File: src/rtl/dsp_mac_stream_if.sv
// Stream bundle for dsp_mac_stream: operand beats in, per-frame results out.
// The slave modport is the MAC slice; the master modport is the source/consumer side.
interface dsp_mac_stream_if #(
  parameter int A_WIDTH   = 18,
  parameter int B_WIDTH   = 18,
  parameter int ACC_WIDTH = 48,
  parameter int CNT_WIDTH = 8
);
  logic                 in_valid;
  logic                 in_ready;
  logic [A_WIDTH-1:0]   A;
  logic [B_WIDTH-1:0]   B;
  logic [B_WIDTH-1:0]   D;
  logic [ACC_WIDTH-1:0] C;
  logic [2:0]           OP;
  logic                 in_last;
  logic                 out_valid;
  logic                 out_ready;
  logic [ACC_WIDTH-1:0] P;
  logic                 OVF;
  logic [CNT_WIDTH-1:0] BEAT_CNT;

  modport master (
    output in_valid, A, B, D, C, OP, in_last, out_ready,
    input  in_ready, out_valid, P, OVF, BEAT_CNT
  );

  modport slave (
    input  in_valid, A, B, D, C, OP, in_last, out_ready,
    output in_ready, out_valid, P, OVF, BEAT_CNT
  );
endinterface

File: src/rtl/dsp_mac_stream.sv
// Four-stage pipelined pre-add / multiply / accumulate slice with frame-based
// results, optional saturation and a global stall driven by output backpressure.
module dsp_mac_stream #(
  parameter int A_WIDTH   = 18,
  parameter int B_WIDTH   = 18,
  parameter int ACC_WIDTH = 48,
  parameter int CNT_WIDTH = 8,
  parameter bit SATURATE  = 1'b1
) (
  input  logic              clk,
  input  logic              RST_N,
  dsp_mac_stream_if.slave   bus
);

  localparam int BM_WIDTH   = B_WIDTH + 1;
  localparam int PROD_WIDTH = A_WIDTH + B_WIDTH + 1;
  localparam logic [ACC_WIDTH-1:0] ACC_MAX = {1'b0, {(ACC_WIDTH-1){1'b1}}};
  localparam logic [ACC_WIDTH-1:0] ACC_MIN = {1'b1, {(ACC_WIDTH-1){1'b0}}};

  logic stall;
  logic out_valid_q;

  // A pending, unaccepted result freezes the whole pipeline including S1.
  assign stall        = out_valid_q && !bus.out_ready;
  assign bus.in_ready = !stall;

  // ---------------- S1: input capture ----------------
  logic                        s1_valid_q;
  logic signed [A_WIDTH-1:0]   s1_a_q;
  logic signed [B_WIDTH-1:0]   s1_b_q;
  logic signed [B_WIDTH-1:0]   s1_d_q;
  logic signed [ACC_WIDTH-1:0] s1_c_q;
  logic [2:0]                  s1_op_q;
  logic                        s1_last_q;

  always_ff @(posedge clk or negedge RST_N) begin
    if (!RST_N) begin
      s1_valid_q <= 1'b0;
      s1_a_q     <= '0;
      s1_b_q     <= '0;
      s1_d_q     <= '0;
      s1_c_q     <= '0;
      s1_op_q    <= '0;
      s1_last_q  <= 1'b0;
    end else if (!stall) begin
      s1_valid_q <= bus.in_valid;
      s1_a_q     <= bus.A;
      s1_b_q     <= bus.B;
      s1_d_q     <= bus.D;
      s1_c_q     <= bus.C;
      s1_op_q    <= bus.OP;
      s1_last_q  <= bus.in_last;
    end
  end

  // ---------------- S2: pre-adder ----------------
  logic signed [BM_WIDTH-1:0] b_ext;
  logic signed [BM_WIDTH-1:0] d_ext;
  logic signed [BM_WIDTH-1:0] bm_d;

  always_comb begin
    b_ext = BM_WIDTH'(s1_b_q);
    d_ext = BM_WIDTH'(s1_d_q);
    bm_d  = b_ext;
    if (s1_op_q[0]) begin
      bm_d = s1_op_q[1] ? (d_ext - b_ext) : (d_ext + b_ext);
    end
  end

  logic                        s2_valid_q;
  logic signed [A_WIDTH-1:0]   s2_a_q;
  logic signed [BM_WIDTH-1:0]  s2_bm_q;
  logic signed [ACC_WIDTH-1:0] s2_c_q;
  logic                        s2_sub_q;
  logic                        s2_last_q;

  always_ff @(posedge clk or negedge RST_N) begin
    if (!RST_N) begin
      s2_valid_q <= 1'b0;
      s2_a_q     <= '0;
      s2_bm_q    <= '0;
      s2_c_q     <= '0;
      s2_sub_q   <= 1'b0;
      s2_last_q  <= 1'b0;
    end else if (!stall) begin
      s2_valid_q <= s1_valid_q;
      s2_a_q     <= s1_a_q;
      s2_bm_q    <= bm_d;
      s2_c_q     <= s1_c_q;
      s2_sub_q   <= s1_op_q[2];
      s2_last_q  <= s1_last_q;
    end
  end

  // ---------------- S3: multiplier ----------------
  logic signed [PROD_WIDTH-1:0] prod_d;

  assign prod_d = PROD_WIDTH'(s2_a_q) * PROD_WIDTH'(s2_bm_q);

  logic                        s3_valid_q;
  logic signed [ACC_WIDTH-1:0] s3_prod_q;
  logic signed [ACC_WIDTH-1:0] s3_c_q;
  logic                        s3_sub_q;
  logic                        s3_last_q;

  always_ff @(posedge clk or negedge RST_N) begin
    if (!RST_N) begin
      s3_valid_q <= 1'b0;
      s3_prod_q  <= '0;
      s3_c_q     <= '0;
      s3_sub_q   <= 1'b0;
      s3_last_q  <= 1'b0;
    end else if (!stall) begin
      s3_valid_q <= s2_valid_q;
      s3_prod_q  <= ACC_WIDTH'(prod_d);
      s3_c_q     <= s2_c_q;
      s3_sub_q   <= s2_sub_q;
      s3_last_q  <= s2_last_q;
    end
  end

  // ---------------- S4: accumulator and frame bookkeeping ----------------
  logic signed [ACC_WIDTH-1:0] acc_q;
  logic signed [ACC_WIDTH-1:0] acc_d;
  logic                        frame_start_q;
  logic                        sticky_q;
  logic                        sticky_d;
  logic [CNT_WIDTH-1:0]        cnt_q;
  logic [CNT_WIDTH-1:0]        cnt_d;
  logic signed [ACC_WIDTH-1:0] base;
  logic signed [ACC_WIDTH:0]   sum_ext;
  logic                        ovf_beat;

  always_comb begin
    base = frame_start_q ? s3_c_q : acc_q;
    if (s3_sub_q) begin
      sum_ext = (ACC_WIDTH+1)'(base) - (ACC_WIDTH+1)'(s3_prod_q);
    end else begin
      sum_ext = (ACC_WIDTH+1)'(base) + (ACC_WIDTH+1)'(s3_prod_q);
    end
    // The extra top bit holds the true sign; disagreement with the next bit means overflow.
    ovf_beat = sum_ext[ACC_WIDTH] ^ sum_ext[ACC_WIDTH-1];
    acc_d    = sum_ext[ACC_WIDTH-1:0];
    if (ovf_beat && SATURATE) begin
      acc_d = sum_ext[ACC_WIDTH] ? ACC_MIN : ACC_MAX;
    end
    sticky_d = (frame_start_q ? 1'b0 : sticky_q) | ovf_beat;
    if (frame_start_q) begin
      cnt_d = CNT_WIDTH'(1);
    end else if (&cnt_q) begin
      cnt_d = cnt_q;
    end else begin
      cnt_d = cnt_q + CNT_WIDTH'(1);
    end
  end

  logic [ACC_WIDTH-1:0] p_q;
  logic                 ovf_q;
  logic [CNT_WIDTH-1:0] beat_cnt_q;

  always_ff @(posedge clk or negedge RST_N) begin
    if (!RST_N) begin
      acc_q         <= '0;
      frame_start_q <= 1'b1;
      sticky_q      <= 1'b0;
      cnt_q         <= '0;
      p_q           <= '0;
      ovf_q         <= 1'b0;
      beat_cnt_q    <= '0;
      out_valid_q   <= 1'b0;
    end else if (!stall) begin
      if (s3_valid_q) begin
        acc_q         <= acc_d;
        sticky_q      <= sticky_d;
        cnt_q         <= cnt_d;
        frame_start_q <= s3_last_q;
      end
      // Not stalled means any held result is being taken now, so a new last beat may replace it.
      if (s3_valid_q && s3_last_q) begin
        p_q         <= acc_d;
        ovf_q       <= sticky_d;
        beat_cnt_q  <= cnt_d;
        out_valid_q <= 1'b1;
      end else begin
        out_valid_q <= 1'b0;
      end
    end
  end

  assign bus.out_valid = out_valid_q;
  assign bus.P         = p_q;
  assign bus.OVF       = ovf_q;
  assign bus.BEAT_CNT  = beat_cnt_q;

endmodule
File: src/flat_wrapper.sv
// flat-port wrapper written by rule: the top's interface ports become plain ports
module dsp_mac_stream_flat 
#(
  parameter int A_WIDTH   = 18,
  parameter int B_WIDTH   = 18,
  parameter int ACC_WIDTH = 48,
  parameter int CNT_WIDTH = 8,
  parameter bit SATURATE  = 1'b1
)
  (clk, RST_N, bus_in_valid, bus_A, bus_B, bus_D, bus_C, bus_OP, bus_in_last, bus_out_ready, bus_in_ready, bus_out_valid, bus_P, bus_OVF, bus_BEAT_CNT);
  dsp_mac_stream_if #(.A_WIDTH(A_WIDTH), .B_WIDTH(B_WIDTH), .ACC_WIDTH(ACC_WIDTH), .CNT_WIDTH(CNT_WIDTH)) bus_i ();
  input  logic clk;
  input  logic RST_N;
  input wire logic [$bits(bus_i.in_valid)-1:0] bus_in_valid;
  input wire logic [$bits(bus_i.A)-1:0] bus_A;
  input wire logic [$bits(bus_i.B)-1:0] bus_B;
  input wire logic [$bits(bus_i.D)-1:0] bus_D;
  input wire logic [$bits(bus_i.C)-1:0] bus_C;
  input wire logic [$bits(bus_i.OP)-1:0] bus_OP;
  input wire logic [$bits(bus_i.in_last)-1:0] bus_in_last;
  input wire logic [$bits(bus_i.out_ready)-1:0] bus_out_ready;
  output wire logic [$bits(bus_i.in_ready)-1:0] bus_in_ready;
  output wire logic [$bits(bus_i.out_valid)-1:0] bus_out_valid;
  output wire logic [$bits(bus_i.P)-1:0] bus_P;
  output wire logic [$bits(bus_i.OVF)-1:0] bus_OVF;
  output wire logic [$bits(bus_i.BEAT_CNT)-1:0] bus_BEAT_CNT;
  assign bus_i.in_valid = bus_in_valid;
  assign bus_i.A = bus_A;
  assign bus_i.B = bus_B;
  assign bus_i.D = bus_D;
  assign bus_i.C = bus_C;
  assign bus_i.OP = bus_OP;
  assign bus_i.in_last = bus_in_last;
  assign bus_i.out_ready = bus_out_ready;
  assign bus_in_ready = bus_i.in_ready;
  assign bus_out_valid = bus_i.out_valid;
  assign bus_P = bus_i.P;
  assign bus_OVF = bus_i.OVF;
  assign bus_BEAT_CNT = bus_i.BEAT_CNT;
  dsp_mac_stream #(.A_WIDTH(A_WIDTH), .B_WIDTH(B_WIDTH), .ACC_WIDTH(ACC_WIDTH), .CNT_WIDTH(CNT_WIDTH), .SATURATE(SATURATE)) u_core (.clk(clk), .RST_N(RST_N), .bus(bus_i));
endmodule
File: config.mk
export PLATFORM = sky130hd
export DESIGN_NAME = dsp_mac_stream_flat
export DESIGN_NICKNAME = d
export VERILOG_FILES = /design/src/rtl/dsp_mac_stream_if.sv /design/src/rtl/dsp_mac_stream.sv /design/src/flat_wrapper.sv
export SDC_FILE = /design/constraint.sdc
export NUM_CORES = 2
export LEC_CHECK = 0
export CELL_PAD_IN_SITES_DETAIL_PLACEMENT = 0
export CELL_PAD_IN_SITES_GLOBAL_PLACEMENT = 1
export CORE_MARGIN = 8
export CORE_UTILIZATION = 52
export DETAILED_ROUTE_END_ITERATION = 12
export PLACE_DENSITY = 0.85
export SLEW_MARGIN = 40
export SYNTH_ARGS = -nofsm -noshare
export SYNTH_HDL_FRONTEND = slang
export SYNTH_SLANG_ARGS = --single-unit
File: constraint.sdc
create_clock -name clk -period 12.6 [get_ports clk]
set_clock_uncertainty 0.1 [all_clocks]
set_input_delay 1.89 -clock clk [delete_from_list [all_inputs] [get_ports clk]]
set_output_delay 1.89 -clock clk [all_outputs]
set_load 0.05 [all_outputs]
==> out/qor.yml <==
slowest_delay_ns: 0.79
grt_overflow: 0
ant_nets: 0
drive_above_1_share: 0.0470
start_util: 0.522
fin_tns_setup_ns: 0
rsz0062_at_grt: "no"
synth_compound_area_frac: 0.0970
core_mm2: 0.0639
synthesis.area_mm2: 0.0333
worstPathMaxFanout: 20
fill_cells: 5801
cts_hold_buf: 0
cp-startpoint: "u_core.s2_a_q[9]"
rr_startpoint: "u_core.s2_a_q[9]"
cts_buffers: 45
cts_sinks: 399
pin_count: 169
slew_viol_final: 0
hold_viol: 0
relSlewSlack: 0.455
synth.distinct_cells: 79
maxCapViolCount: 0
grt_pass1_wl_um: 141000
wirelength_um: 84700
synth_top_family_by_area: "adder cells"
cts_tree: "built"
synth.area.mux_share: 0.0241
die-height_um: 269
hold_start: "u_core.s1_a_q[4]"
avgSynthCellArea_um2: 8.73
syn-instance-count: 3820
dp.final_hpwl_um: 66400
area_growth_pct: 11.6
syn_nets: 4441
setup_viol: 0
ys_warn_count: 0
viasPerCell: 5.29
drc: 0
rows: 93
seq_area_mm2: 0.00999
n_antenna_cell: 0
tightest_slew_ns: 0.807
async_reset_ff_frac: 1.00
fmax_mhz: 140
multi_input_area_mm2: 0.0209
routedWlPerCell_um: 17.8
yosys.area_share.adder: 0.270
hold_class: "flop to flop"
cp_top_family: "adder cells"
crit_path_top_delay_cell: "dfrtp_1"
antenna_found_initial: 0
worst-path-buf-inv: 5
grt_pass1_vias: 26200
post-route-period-util: 0.567
startpoint_type: "flop"
dieArea_mm2: 0.0725
ys_seq_area_frac: 0.299
status: "finished clean"
die_width_um: 269
cts_root_buf: "clkbuf_16"
track_usage: 0.237
post_cts_resized: 0
yosys.area_share.simple: 0.198
yosys_register_bits: 399
drt_iter0_drc: 1603
place_congestion: 0.921
fin_nets: 4482
clk_latency_ns: 0.61
io_buffers: 168
synth_edf_count: 0
crit_type: "flop to flop"
critical_path.endpoint_type: "flop"
htree_levels: 2
via_count: 25100
fin_crit_ns: 7.14
worstPathArrival_ns: 7.51
crit_chain: "nand2_1 > fa_1 > inv_1 > fa_1 > inv_1 > fa_1 > inv_1 > fa_1 > fa_1 > inv_1 > fa_1 > inv_1 > ha_1 > a21o_1 > a21oi_1 > o221ai_1 > o21ai_0 > a21oi_1 > o41ai_1 > o211ai_1 > a21oi_1 > xor2_1 > o21ai_0"
synthXorXnorAreaFrac: 0.0385
ys.flop_type: "dfrtp_1"
path_common_cell: "fa_1"
post-cts-setup-buffers: 0
clkTransAtPathRegs_ns: 0.06
cp.required_ns: 12.97
dr.pass1.iters: 5
cts_buffer_depth: 3
grt_max_degree: 201
==> synth_stat cells, types with 27 or more instances <==
master       n  area (um2)
a22o_1      27         236
and2_1     170        1060
ha_1       164        2050
inv_1      447        1680
a21oi_1    167         836
dfrtp_1    398        9960
mux2_2      59         664
xnor2_1    101         885
a21o_1      45         338
xor2_1      42         368
nor2_1     165         619
clkbuf_1   182         683
o21ai_0    132         661
nor3_1      35         175
fa_1       347        6950
nand2_1   1022        3840
==> layer usage <==
metal / global-route usage / wire, um
met1: 0.317 / 37800
met3: 0.0315 / 3600
met2: 0.403 / 41200
met4: 0.0631 / 2150
met5: 0 / 0
==> per-stage QoR <==
| step | std cells | instance area (um2) | util | hold slack, ns | setup slack, ns |
|---|---|---|---|---|---|
| global route | 4750 | 37200 | 0.582 | 0.385 | 5.04 |
| floorplan | 3820 | 33300 | - | 0.333 | 6.14 |
| finish | 4750 | 37200 | 0.582 | 0.364 | 5.46 |
| detailed placement | 4668 | 35600 | 0.558 | 0.355 | 5.45 |
| CTS | 4749 | 37200 | 0.582 | 0.368 | 5.46 |
| global placement | 4665 | 35500 | 0.556 | 0.349 | 5.58 |
==> flip-flops by register name, summed over array words and instances, names as in the netlist, 18 cells and up <==
| name | flops |
|---|---|
| u_core.s2_bm_q | 19 |
| u_core.s2_c_q | 48 |
| u_core.bus.P | 48 |
| u_core.s1_c_q | 48 |
| u_core.s1_b_q | 18 |
| u_core.s1_d_q | 18 |
| u_core.s3_prod_q | 37 |
| u_core.s3_c_q | 48 |
| u_core.s1_a_q | 18 |
| u_core.acc_q | 48 |
| u_core.s2_a_q | 18 |
==> worst register-to-register path: stages, from the launching register on <==
cell and delay (ns):
dfrtp_1 0.79, nand2_1 0.18, fa_1 0.57, inv_1 0.05
fa_1 0.49, inv_1 0.05, fa_1 0.53, inv_1 0.06
fa_1 0.45, fa_1 0.49, inv_1 0.05, fa_1 0.47
inv_1 0.04, ha_1 0.34, a21o_1 0.18, a21oi_1 0.16
o221ai_1 0.15, o21ai_0 0.44, a21oi_1 0.18, o41ai_1 0.66
o211ai_1 0.19, a21oi_1 0.21, xor2_1 0.15, o21ai_0 0.08
==> cell type report <==
| cell class | instances | share of cell area |
|---|---|---|
| Multi-Input combinational cell | 2776 | 0.563 |
| Clock inverter | 21 | 0.00733 |
| Inverter | 448 | 0.0454 |
| Clock buffer | 60 | 0.0339 |
| Tap cell | 855 | 0.0288 |
| Sequential cell | 399 | 0.268 |
| Timing Repair Buffer | 191 | 0.0533 |
==> layout by cell type (no fill, tap or decap), types with 16 or more instances in the layout <==
master / count
nand2b_1: 20
a31oi_1: 16
a211oi_1: 22
ha_1: 164
xor2_1: 42
dfrtp_1: 397
nor3_1: 35
o21ai_0: 132
clkbuf_16: 45
inv_1: 447
nand2_1: 1021
a22o_1: 27
clkdlybuf4s50_1: 167
a21oi_1: 167
fa_1: 347
mux2_2: 59
xnor2_1: 101
and2_1: 170
a21o_1: 45
nand3_1: 26
nor2_1: 165
==> kinds of logic (layout without fill, tap and decap cells) <==
| kind of cell | Yosys count | count (layout) |
|---|---|---|
| AOI/OAI and AO/OA | 520 | 520 |
| xor gates and xnor gates | 145 | 145 |
| adders and majority gates | 511 | 511 |
| buffers and inverters | 645 | 720 |
| DFF | 399 | 399 |
| muxes | 73 | 73 |
| and+or+nand+nor | 1527 | 1527 |
==> final timing paths <==
| check | endpoint | slack, ns | cells after the start |
|---|---|---|---|
| worst max-delay path | u_core.s3_prod_q[35] | 5.46 | 23 |
| worst min-delay path | u_core.s1_a_q[4] | 0.36 | 2 |
| worst max register to register | u_core.s3_prod_q[35] | 5.46 | 23 |
| worst min register to register | u_core.s1_a_q[4] | 0.36 | 2 |
| max in group asynchronous | u_core.s1_op_q[0] | 9.43 | 4 |
| min in group asynchronous | u_core.s1_c_q[37] | 1.09 | 1 |
Power is left out: the tool's default activity adds up to more than one toggle a clock period on the data nets, which glitch-free logic cannot reach.
